`src/rtl/fetch_sequencer.sv`:
```
// Instruction-fetch control-step sequencer (T0..T2) with a bounded memory-ready wait.
// Drives the one-hot bus-source request vector for the 32-to-5 bus encoder plus per-step strobes.
//
// state | meaning
// IDLE  | waiting for start, all outputs quiet
// T0    | PCout, MARin, IncPC, Zin
// T1    | Zlowout, PCin, Read; MDRin if mem_ready
// MEMW  | Read held, waiting for mem_ready (bounded by MEM_TIMEOUT)
// T2    | MDRout, IRin
// DONE  | one-cycle done pulse
// ERR   | memory timeout, held until clear
module fetch_sequencer #(
  parameter int MEM_TIMEOUT = 8
) (
  input  logic        clock,
  input  logic        clear,
  input  logic        start,
  input  logic        mem_ready,
  output logic [31:0] out_sel,
  output logic        bus_en,
  output logic        MARin,
  output logic        Zin,
  output logic        IncPC,
  output logic        PCin,
  output logic        Read,
  output logic        MDRin,
  output logic        IRin,
  output logic        busy,
  output logic        done,
  output logic        timeout_err,
  output logic [2:0]  step
);

  typedef enum logic [2:0] {
    S_IDLE = 3'd0,
    S_T0   = 3'd1,
    S_T1   = 3'd2,
    S_MEMW = 3'd3,
    S_T2   = 3'd4,
    S_DONE = 3'd5,
    S_ERR  = 3'd7
  } state_t;

  localparam int SEL_ZLOW = 19;
  localparam int SEL_PC   = 20;
  localparam int SEL_MDR  = 21;
  localparam logic [7:0] LAST_WAIT = 8'(MEM_TIMEOUT - 1);

  state_t     state, state_nxt;
  logic [7:0] wait_cnt;

  always_ff @(posedge clock) begin
    if (clear) begin
      state    <= S_IDLE;
      wait_cnt <= 8'd0;
    end else begin
      state <= state_nxt;
      if (state == S_T1)
        wait_cnt <= 8'd0;
      else if (state == S_MEMW && !mem_ready)
        wait_cnt <= wait_cnt + 8'd1;
    end
  end

  always_comb begin
    state_nxt = state;
    case (state)
      S_IDLE: if (start) state_nxt = S_T0;
      S_T0:   state_nxt = S_T1;
      S_T1:   state_nxt = mem_ready ? S_T2 : S_MEMW;
      // ready wins over timeout when both land on the same cycle
      S_MEMW: begin
        if (mem_ready)
          state_nxt = S_T2;
        else if (wait_cnt == LAST_WAIT)
          state_nxt = S_ERR;
      end
      S_T2:   state_nxt = S_DONE;
      S_DONE: state_nxt = S_IDLE;
      S_ERR:  state_nxt = S_ERR;
      default: state_nxt = S_IDLE;
    endcase
  end

  always_comb begin
    out_sel     = 32'd0;
    MARin       = 1'b0;
    Zin         = 1'b0;
    IncPC       = 1'b0;
    PCin        = 1'b0;
    Read        = 1'b0;
    MDRin       = 1'b0;
    IRin        = 1'b0;
    busy        = (state != S_IDLE);
    done        = 1'b0;
    timeout_err = 1'b0;
    case (state)
      S_T0: begin
        out_sel[SEL_PC] = 1'b1;
        MARin           = 1'b1;
        IncPC           = 1'b1;
        Zin             = 1'b1;
      end
      S_T1: begin
        out_sel[SEL_ZLOW] = 1'b1;
        PCin              = 1'b1;
        Read              = 1'b1;
        MDRin             = mem_ready;
      end
      S_MEMW: begin
        Read  = 1'b1;
        MDRin = mem_ready;
      end
      S_T2: begin
        out_sel[SEL_MDR] = 1'b1;
        IRin             = 1'b1;
      end
      S_DONE: done        = 1'b1;
      S_ERR:  timeout_err = 1'b1;
      default: ;
    endcase
  end

  assign bus_en = |out_sel;
  assign step   = state;

endmodule

```
`config.mk`:
```
export PLATFORM = sky130hd
export DESIGN_NAME = fetch_sequencer
export DESIGN_NICKNAME = d
export VERILOG_FILES = /design/src/rtl/fetch_sequencer.sv
export SDC_FILE = /design/constraint.sdc
export NUM_CORES = 1
export LEC_CHECK = 0
export CELL_PAD_IN_SITES_DETAIL_PLACEMENT = 1
export CELL_PAD_IN_SITES_GLOBAL_PLACEMENT = 1
export CORE_ASPECT_RATIO = 0.7
export CORE_UTILIZATION = 24
export CTS_CLUSTER_DIAMETER = 150
export DETAILED_ROUTE_END_ITERATION = 8
export GPL_ROUTABILITY_DRIVEN = 0
export MAX_ROUTING_LAYER = met4
export PLACE_DENSITY = 0.75
export SYNTH_ARGS = -nofsm -noshare
export SYNTH_HDL_FRONTEND = slang
export SYNTH_SLANG_ARGS = --single-unit
```
`constraint.sdc`:
```
create_clock -name clock -period 1.2 [get_ports clock]
set_input_delay 0.24 -clock clock [delete_from_list [all_inputs] [get_ports clock]]
set_output_delay 0.24 -clock clock [all_outputs]
set_load 0.005 [all_outputs]
```
==> run metrics <==
final WL ~3200 um; clock sinks 11; Overall Global Routing Usage between 15 and 20%; first-pass GRT wire length 4660 um; Die Wd roughly 76 um; Final min period between 1500 and 2000 ps; Die Y-Extent 53.5 um; Placed Area 1210 sq um; Core Box Area 3580 sq um; Vias/cell between 4 and 5; Layout Skew 1.09 ps; Largest stage delay, worst path 380 ps; crit-path cells buf_4, or3_4, buf_6, o221ai_4, o21ba_4; CTS tree yes; HP Class flip-flop to flip-flop; hold slack 498 ps; period utilization 126%; Area Growth Syn to Fin 65.9%; Slowest-stage cell, CP or3_4; DRC viols 0; launching element type of the critical path flip-flop; Final Hold Vio Count 0; total die area 4040 sq um; post-synth cell types 36; Critical Path End Type flip-flop; max-cap violations 0; crit path max fanout 4; Final nets 169; Clock Tree Root clkbuf_8; Leakage 0.680 nW; IR drop worst, VDD 0.573 mV; initial antenna violation count 0; CTS Buffer Depth 2; grt ovf 0; Skew-Pair Late Insertion Delay 240 ps; overall power 1.47 mW; Mapped Area 910 sq um; Top Ports 50; routed len/inst between 10 and 15 um; Vias 888; vias in the first global route 922; Seq/Total Area, Yosys 24.2%; Setup violations, final 24; post-route cell area 1510 sq um; Setup WS post-layout -309 ps; most common cell after layout, fill and taps aside conb_1; Yosys warnings 0; RSZ-0062 raised after global routing true; outcome finished with violations; clk slew on worst S/H paths 50 ps; number of synthesized register bits 11; setup TNS -4930 ps; post-synthesis average cell area ~8 sq um; initial drt markers 6; Antenna Cells 0; Worst EP required 1330 ps; CP bufs+invs 2; failing checks setup timing; Finished Layout Cells 213; CP top delay family simple AND/OR/NAND/NOR gates; fill cell count 430; Crit Path Class flip-flop to flip-flop; largest net degree at the start of global routing 8; Routed Antenna Nets 0; Initial Util about a quarter; Placed Cells approximately 200; TritonCTS Buffers 3; post-DP HPWL 1930 um; CP arrival 1640 ps; Final Max Slew Viols 0; cells after synthesis 113; fmax 663 MHz; H-tree depth 1; cts hold-fix bufs 0; IO buf count 20; most frequent cells in the layout 29 x conb_1, 21 x buf_6, 19 x buf_4; layout cell share with drive strength beyond 1 56.4%; first-pass detailed-route iteration total 4; Rows 18; PD cells 974 nW/um^2
-- worst min-delay path, stage by stage (launching register included) --
cell and delay, ps:
dfxtp_1 330, o31ai_2 60, a21oi_1 60
-- per-stage QoR --
step | setup WS (ps) | utilization (%)
CTS | -319 | 40.4
detailed placement | -544 | 33.8
finish | -309 | 42.1
floorplan | -62.2 | -
global placement | -449 | 33.8
global route | -373 | 42.1
-- power breakdown --
part           switching (mW)  internal (mW)  total [mW]
sequential             0.0204          0.381       0.401
combinational           0.294          0.396       0.690
clock                   0.145          0.234       0.378
-- area by class of cell --
type / instances / area (sq um) / share of cell area, %
Sequential cell: 11 / 234 / 15.5
Clock buffer: 4 / 45.0 / 2.99
Inverter: 6 / 22.5 / 1.49
Multi-Input combinational cell: 86 / 672 / 44.5
Timing Repair Buffer: 56 / 473 / 31.3
Tap cell: 50 / 62.6 / 4.15
-- metal layers --
metal | global-route usage (%) | up-vias | wire (um)
met5 | - | - | 0
li1 | - | 417 | -
met2 | 32.6 | 35 | 1760
met3 | 1.90 | 5 | 106
met1 | 17.7 | 431 | 1250
met4 | 6.79 | 0 | 38
-- path summary, 6_finish.rpt --
kind	start	endpoint	slack, ps	cells past startpoint
setup reg to reg	step[0]$_SDFFE_PP0P_	step[0]$_SDFFE_PP0P_	-310	5
setup / recovery	step[0]$_SDFFE_PP0P_	step[0]$_SDFFE_PP0P_	-310	5
hold / removal	wait_cnt[6]$_SDFFE_PP0P_	wait_cnt[6]$_SDFFE_PP0P_	500	2
hold reg to reg	wait_cnt[6]$_SDFFE_PP0P_	wait_cnt[6]$_SDFFE_PP0P_	500	2
-- timing repair --
action	4_1_cts	5_1_grt
endpoints found under the setup margin	27	28
pin swaps	13	12
resized for setup	107	19
buffers inserted	13	2
-- flip-flops by register name, indices dropped and copies added, names as in the netlist --
signal and count:
wait_cnt 8, step 3
-- cells by family (layout without fill, tap and decap cells) --
group,count (synthesis),after routing,share of synthesized area [%]
flops,11,11,24.2
other cells,1,29,0.412
xor+xnor,2,2,1.93
compound gates,19,19,12.9
buf+inv,44,66,33.3
simple gates,33,33,23.7
fa+ha+maj,1,1,1.38
mux,2,2,2.20
-- synthesized netlist by cell type, drive strengths merged --
library cell,number,share of area [%]
nand3b,1,0.83
conb,1,0.41
or4,2,1.7
a21oi,6,3.3
nor2b,2,1.4
a21boi,1,0.83
nand2b,2,1.4
nand3,5,2.8
or2,1,0.69
or3,4,2.8
o221ai,1,0.96
nand4bb,1,3.0
o21ba,1,1.1
buf,37,30
and3,1,0.69
nor4,2,2.1
nand2,4,1.7
ha,1,1.4
or3b,1,0.96
mux2i,2,2.2
clkbuf,1,0.41
nor3b,1,0.83
and2,2,1.4
xor2,1,0.96
o21a,1,0.83
dfxtp,11,24
o21ai,5,2.8
nor2,4,1.7
a31oi,1,0.69
o31ai,2,1.7
a211oi,1,0.83
xnor2,1,0.96
inv,6,2.5
Note: power is estimated with default switching activity, not from simulation.
